--- src/rtl/ble_rx_demod_sync.sv ---
// BLE RX GFSK demodulator: I/Q cross-product discriminator, integrate-and-dump
// slicer, access-address correlator with error tolerance and payload streaming.
module ble_rx_demod_sync #(
    parameter int          IQ_W         = 4,
    parameter int          OSR          = 8,
    parameter logic [31:0] AA           = 32'h8E89BED6,
    parameter int          AA_MAX_ERR   = 1,
    parameter int          PAYLOAD_BITS = 64
) (
    input  logic                    clk,
    input  logic                    rst_n,
    input  logic                    en,
    input  logic                    in_valid,
    input  logic signed [IQ_W-1:0]  i_in,
    input  logic signed [IQ_W-1:0]  q_in,
    input  logic [$clog2(OSR)-1:0]  sym_phase,
    output logic                    bit_valid,
    output logic                    bit_data,
    output logic                    pkt_detect,
    output logic                    pkt_active,
    output logic                    pkt_done,
    output logic [2:0]              det_count,
    output logic                    demod_sign
);
    localparam int SC_W  = $clog2(OSR);
    localparam int D_W   = 2 * IQ_W + 1;
    localparam int ACC_W = D_W + SC_W;
    localparam int BC_W  = $clog2(PAYLOAD_BITS + 1);

    typedef enum logic {SEARCH, PAYLOAD} state_t;

    logic signed [IQ_W-1:0]  r_i_prev, r_q_prev;
    logic signed [D_W-1:0]   r_d;
    logic signed [D_W-1:0]   w_ip, w_qp, w_ic, w_qc, w_d;
    logic signed [ACC_W-1:0] r_acc, w_sum;
    logic [SC_W-1:0]         r_sc;
    logic                    r_v1, r_dump1, r_sign;
    logic                    r_bit_v, r_bit, w_dec;

    state_t                  r_state, w_state_n;
    logic [31:0]             r_sr, w_sr_n, w_sr_shift;
    logic [BC_W-1:0]         r_bc, w_bc_n;
    logic [2:0]              r_det, w_det_n;
    logic                    r_detect, w_detect_n;
    logic                    r_bv, w_bv_n, r_bd, w_bd_n;
    logic                    r_last, w_last_n, r_done;
    logic                    w_take;
    int                      w_err;

    assign w_ip = {{(D_W-IQ_W){r_i_prev[IQ_W-1]}}, r_i_prev};
    assign w_qp = {{(D_W-IQ_W){r_q_prev[IQ_W-1]}}, r_q_prev};
    assign w_ic = {{(D_W-IQ_W){i_in[IQ_W-1]}}, i_in};
    assign w_qc = {{(D_W-IQ_W){q_in[IQ_W-1]}}, q_in};
    assign w_d  = w_ip * w_qc - w_qp * w_ic;

    assign w_sum = r_acc + {{SC_W{r_d[D_W-1]}}, r_d};
    assign w_dec = !w_sum[ACC_W-1] && (w_sum != '0);

    // Every stage holds while en is low, so pending samples and decisions survive a freeze.
    always_ff @(posedge clk or negedge rst_n) begin
        if (!rst_n) begin
            r_i_prev <= '0;
            r_q_prev <= '0;
            r_d      <= '0;
            r_sign   <= 1'b0;
            r_sc     <= '0;
            r_v1     <= 1'b0;
            r_dump1  <= 1'b0;
            r_acc    <= '0;
            r_bit_v  <= 1'b0;
            r_bit    <= 1'b0;
        end else if (en) begin
            if (in_valid) begin
                r_d      <= w_d;
                r_sign   <= !w_d[D_W-1] && (w_d != '0);
                r_i_prev <= i_in;
                r_q_prev <= q_in;
                r_sc     <= r_sc + SC_W'(1);
                r_dump1  <= (r_sc == sym_phase);
                r_v1     <= 1'b1;
            end else begin
                r_v1     <= 1'b0;
            end
            if (r_v1) begin
                r_acc   <= r_dump1 ? '0 : w_sum;
                r_bit   <= w_dec;
                r_bit_v <= r_dump1;
            end else begin
                r_bit_v <= 1'b0;
            end
        end
    end

    assign w_take     = en && r_bit_v;
    assign w_sr_shift = {r_bit, r_sr[31:1]};
    assign w_err      = $countones(w_sr_shift ^ AA);

    always_comb begin
        w_state_n  = r_state;
        w_sr_n     = r_sr;
        w_bc_n     = r_bc;
        w_det_n    = r_det;
        w_detect_n = 1'b0;
        w_bv_n     = 1'b0;
        w_bd_n     = r_bd;
        w_last_n   = 1'b0;
        case (r_state)
            SEARCH: begin
                if (w_take) begin
                    w_sr_n = w_sr_shift;
                    if (w_err <= AA_MAX_ERR) begin
                        w_detect_n = 1'b1;
                        if (r_det != 3'd7) w_det_n = r_det + 3'd1;
                        w_sr_n    = '0;
                        w_bc_n    = '0;
                        w_state_n = PAYLOAD;
                    end
                end
            end
            PAYLOAD: begin
                if (w_take) begin
                    w_bv_n = 1'b1;
                    w_bd_n = r_bit;
                    if (r_bc == BC_W'(PAYLOAD_BITS - 1)) begin
                        w_last_n  = 1'b1;
                        w_sr_n    = '0;
                        w_bc_n    = '0;
                        w_state_n = SEARCH;
                    end else begin
                        w_bc_n = r_bc + BC_W'(1);
                    end
                end
            end
            default: w_state_n = SEARCH;
        endcase
    end

    always_ff @(posedge clk or negedge rst_n) begin
        if (!rst_n) begin
            r_state  <= SEARCH;
            r_sr     <= '0;
            r_bc     <= '0;
            r_det    <= '0;
            r_detect <= 1'b0;
            r_bv     <= 1'b0;
            r_bd     <= 1'b0;
            r_last   <= 1'b0;
            r_done   <= 1'b0;
        end else begin
            r_state  <= w_state_n;
            r_sr     <= w_sr_n;
            r_bc     <= w_bc_n;
            r_det    <= w_det_n;
            r_detect <= w_detect_n;
            r_bv     <= w_bv_n;
            r_bd     <= w_bd_n;
            r_last   <= w_last_n;
            r_done   <= r_last;
        end
    end

    assign bit_valid  = r_bv;
    assign bit_data   = r_bd;
    assign pkt_detect = r_detect;
    assign pkt_active = (r_state == PAYLOAD);
    assign pkt_done   = r_done;
    assign det_count  = r_det;
    assign demod_sign = r_sign;

endmodule

--- config.mk ---
export PLATFORM = sky130hd
export DESIGN_NAME = ble_rx_demod_sync
export DESIGN_NICKNAME = d
export VERILOG_FILES = /design/src/rtl/ble_rx_demod_sync.sv
export SDC_FILE = /design/constraint.sdc
export NUM_CORES = 1
export LEC_CHECK = 0
export BUFFER_PORTS_ARGS = -buffer_cell sky130_fd_sc_hd__buf_2
export CORE_AREA = 2 2 105 107
export CTS_CLUSTER_SIZE = 16
export DETAILED_ROUTE_END_ITERATION = 16
export DIE_AREA = 0 0 107 109
export PLACE_DENSITY = 0.77
export SYNTH_ARGS = -nofsm -noshare
export SYNTH_HDL_FRONTEND = slang
export SYNTH_SLANG_ARGS = --single-unit
--- constraint.sdc ---
create_clock -name clk -period 5.06 [get_ports clk]
set_input_delay 1.518 -clock clk [delete_from_list [all_inputs] [get_ports clk]]
set_output_delay 1.518 -clock clk [all_outputs]
set_load 0.02 [all_outputs]
# Word level (Yosys, flattened, before mapping)
# Index checks and enable logic that the tools add are counted.
[word_totals]
reg_bits = 85
elab_cells = 104
in_bits = 15
output_inout_bits = 9
[classes]
bitwise_logic = 2
n_lt_le_gt_ge = 1
mul = 2
muxes = 24
add_sub_neg = 36
n_reduce_logical = 13
n_eq_ne = 7
[ops]
columns = ["cell", "n"]
rows = [
  ["$mux 32", 4],
  ["$pmux 32 s2", 1],
  ["$add 1x1->2", 16],
  ["$mux 7", 4],
  ["$add 2x2->3", 8],
  ["$not 18->18", 1],
  ["$add 3x3->4", 4],
  ["$mul 4x4->8", 2],
  ["$pmux 7 s2", 1],
  ["$add 12x12->12", 1],
  ["$mux 1", 12],
  ["$mux 12", 1],
  ["$reduce_bool 12->1", 1],
  ["$add 4x4->5", 2],
  ["$reduce_bool 9->1", 1],
  ["$sub 8x8->9", 1],
  ["$add 7x1->7 const B", 1],
  ["$eq 7x6->1 const B", 1],
  ["$add 3x1->3 const B", 2],
  ["$add 5x5->6", 1],
  ["$le 6x1->1 const B", 1],
  ["$reduce_and 2->1", 3],
  ["$reduce_and 3->1", 2],
  ["$ne 2x1->1 const B", 2],
  ["8 further kinds", 12],
]

# Depth between registers and ports, before layout
[logic_depth]
depth_word = 10
ltp_mapped = 20

# Least setup slack after synthesis
# OpenSTA, ideal clock, no wires.
[synth_timing]
path_kind = "input to register"
startpoint = "input i_in[0]"
endpoint = "register r_d[8]"
stages = 14
path_buffers = 0
setup_ns = 0.125
required_ns = 4.935
setup_slack_ns = -0.297
arrival_time_ns = 5.232
cell_sequence = "nand2_1 -> fa_1 -> fa_1 -> inv_1 -> fa_1 -> inv_1 -> fa_1 -> ha_1 -> ha_1 -> nor3_1 -> a211oi_1 -> a31oi_1 -> xnor2_1 -> mux2_2"
[synth_between]
elab_chain_cells = 2
[synth_rtl]
columns = ["item", "line_no", "rtl"]
rows = [
  ["start, declared", "14", "input logic signed [IQ_W-1:0] i_in,"],
  ["$mul 4x4->8", "54", "assign w_d = w_ip * w_qc - w_qp * w_ic;"],
  ["$sub 8x8->9", "54", ""],
  ["end signal, assigned", "74", "r_d <= w_d;"],
  ["end, declared", "33", "logic signed [D_W-1:0] r_d;"],
]
# Every way passes these cells.
# A chain may end at the register's enable or synchronous reset.

# Final worst setup path
[layout_timing]
startpoint = "register r_sr[29]"
endpoint = "register r_det[2], in the netlist det_count[2]"
[layout_between]
elab_chain_cells = 7
[layout_rtl]
columns = ["item", "line_no", "rtl"]
rows = [
  ["start, declared", "41", "logic [31:0] r_sr, w_sr_n, w_sr_shift;"],
  ["start signal, assigned", "151", "r_sr <= w_sr_n;"],
  ["$add 1x1->2 (not written as such)", "96", "assign w_err = $countones(w_sr_shift ^ AA);"],
  ["$add 2x2->3 (not written as such)", "96", ""],
  ["$add 3x3->4 (not written as such)", "96", ""],
  ["$add 4x4->5 (not written as such)", "96", ""],
  ["$add 5x5->6 (not written as such)", "96", ""],
  ["$le 6x1->1", "111", "if (w_err <= AA_MAX_ERR) begin"],
  ["$reduce_and 4->1 (no line)", "--", ""],
  ["end signal, assigned", "153", "r_det <= w_det_n;"],
  ["end, declared", "43", "logic [2:0] r_det, w_det_n;"],
]
# Every way passes these cells.

==> results.md <==
- Netlist area before placement: 5910 sq um
- Hold buffers post-CTS: 0
- Detailed placer's ending HPWL: 8800 microns
- Main area contributors after synthesis: dfrtp_1, fa_1, ha_1
- Post-route non-filler standard cell count: 752
- Share of layout cells above drive strength 1: 0.250
- Syn Nets: 647
- Worst setup path category: reg2reg
- Final count of pins violating max slew: 0
- Final count of negative-setup-slack endpoints: 43
- Layout-stage area growth over the synthesis result: 18.9%
- Maxcap violations: 0
- WP buf/inv: 5
- Total congestion overflow: 0
- First-pass GRT wire length: 20,200 microns
- Residual DRC count: 0
- Post-route setup slack: -0.357 ns
- Count of filler cells inserted in the layout: 763
- Number of global-route vias before repair: 4,400
- Count of clock tree sinks: 84
- Ports placed on the boundary: 24
- Number of synthesis warnings: 0
- Ratio of routed vias to standard cells: 5.43
- Count of distinct cell types in the synthesized netlist: 49
- NumNets Final: 721
- H-tree depth: 3
- Required time at the worst-slack endpoint: 5.32 ns
- Floorplan die height: 109 microns
- Initial core utilization: 0.557
- Synthesized area per cell: 11.1 sq um
- Via count: 4,082
- Initial detailed-routing violation count: 201
- First-pass iteration count of the detailed router: 4
- Setup repair after global routing missed its margin: yes
- Buffer depth of the longest clock path: 2
- Worst-path cell chain: fa_1, inv_1, fa_1, inv_1, fa_1, inv_1, fa_1, fa_1, fa_1, inv_1, ha_2, inv_2, fa_1, nor2_2, a31oi_2, or4_4, nor2_4, mux2_2
- Minimum period implied by the final worst setup slack: 5.42 ns
- Number of core rows: 38
- Commonest non-fill, non-tap cells in the layout: dfrtp_1, inv_1, fa_1
- Kind of cell adding the most delay to the critical path: adder cells
- Routed length per placed instance: 16.0 microns
- Worst hold slack: 0.354 ns
- Number of synthesized flops with an enable pin: 0
- Total Die Area: 11,700 sq um
- Synth area leader: dfrtp_1
- Commonest non-fill, non-tap cell in the layout: dfrtp_1
- Setup crit end kind: flip-flop
- Violated checks: setup timing
- Flops & latches, synth: 84
- Antenna violations before repair: 0
- Max Freq: 0.185 GHz
- Number of diodes: 0
- Maximum number of pins on one net before global-route repair: 85
- Clock edge transition at the registers on the reported setup and hold paths: 0.09 ns
- Arr. time, crit path: 5.68 ns
- Prevailing post-synth register cell: dfrtp_1
- Hold violation count in the final report: 0
- Least-Margin Pin Slew: 1.06 ns
- Status: finished, violations left
- Fraction of synthesized cell area taken by the top area cell type: 0.356
- Minimum setup slack after placement: -0.416 ns
- Delay of the slowest critical-path stage: 0.55 ns
- Antenna viol nets, final: 0
- Number of CTS-inserted buffers: 9
- Worst rel slew slack: 0.294
- Share of synthesized registers carrying an async set or reset: 1.00
- Multi-input gate area in the final layout: 3670 sq um
- Master of the slowest instance on the critical path: fa_1
- Synthesized instance count: 533
- CP max FO: 3
- Gp weighted congestion: 0.889
- Floorplan core area: 10,600 sq um
- TritonCTS clock tree: built
- Area used by sequential logic in the layout: 2100 sq um
- Cell occurring most often along the worst timing path: fa_1
- Worst hold path class: reg2reg
- # port buffers: 23
- Overall routing resource usage: 0.224
- Die Wd: 107 microns
- Worst-case clock skew: 0.0116 ns
- Post-route fraction of the period consumed by the critical path: 1.07
- Kind of launch point of the worst setup path: flip-flop
- Placed cell count: 725
- Total Wirelength: 12,000 microns
- Clock root buffer: clkbuf_8
- Final sum of negative setup slack: -11.32 ns
- Sequential-to-total area share from yosys stat: 0.356
- Clock latency on the worst-skew pair: 0.37 ns
==> per-stage QoR <==
step                      utilization  area, sq um
after floorplan                     -         6010
after global placement          0.617         6540
after detailed placement        0.617         6540
after CTS                       0.646         6850
after global routing            0.662         7020
final                           0.662         7020
==> cell families after synthesis <==
kind of cell | synth area share
flip-flops | 0.356
adder cells (fa/ha/maj) | 0.277
buffers and inverters | 0.0637
AND/OR/NAND/NOR | 0.0875
XOR/XNOR | 0.0453
AO/OA/AOI/OAI | 0.130
multiplexers | 0.0411
==> cell type report <==
cell class / count / share of cell area
Sequential cell: 84 / 0.299
Clock inverter: 5 / 0.00499
Tap cell: 140 / 0.0249
Multi-Input combinational cell: 357 / 0.523
Inverter: 81 / 0.0433
Clock buffer: 11 / 0.0201
Timing Repair Buffer: 74 / 0.0844
==> cells in the mapped netlist (all sizes together), types with 4 or more instances <==
cell type and count:
dfrtp 84, inv 81, fa 53, ha 46, nand2 42, a22o 38, o21ai 28, mux2 18
xnor2 16, and2 13, nor2 13, xor2 12, buf 8, nand3 8, a21oi 7, nor2b 7
nor3 7, a21o 6, a31oi 4, mux2i 4, o21a 4, o21bai 4
==> final timing paths <==
path	cells past startpoint	endpoint	from	slack (ns)
worst max-delay path	18	det_count[2]$_DFFE_PN0P_	r_sr[29]$_DFFE_PN0P_	-0.36
worst min-delay path	0	pkt_done$_DFF_PN0_	r_last$_DFF_PN0_	0.35
worst max register to register	18	det_count[2]$_DFFE_PN0P_	r_sr[29]$_DFFE_PN0P_	-0.36
worst min register to register	0	pkt_done$_DFF_PN0_	r_last$_DFF_PN0_	0.35
max in group asynchronous	1	r_i_prev[2]$_DFFE_PN0P_	rst_n	3.06
min in group asynchronous	1	r_sr[13]$_DFFE_PN0P_	rst_n	1.31
==> layer usage <==
layer  track usage  share of wire  vias up
met1         0.271           0.42     2066
li1              -              -     1933
met4        0.0631          0.018        0
met3        0.0460          0.033       22
met2         0.408           0.53       61
met5             0              0        -
==> flip-flops by register name, summed over array words and instances (netlist names), 3 cells and up <==
name	flops
r_q_prev	4
r_bc	7
r_i_prev	4
r_sc	3
r_acc	12
r_d	9
r_sr	31
det_count	3
==> timing repair <==
item / in CTS / in global routing
resized for setup: 8 / 41
gates cloned: 2 / 1
buffers inserted: 7 / 2
pin swaps: 4 / 10
setup endpoints to repair: 43 / 47
Power is left out: the tool's default activity adds up to more than one toggle a clock period on the data nets, which glitch-free logic cannot reach.
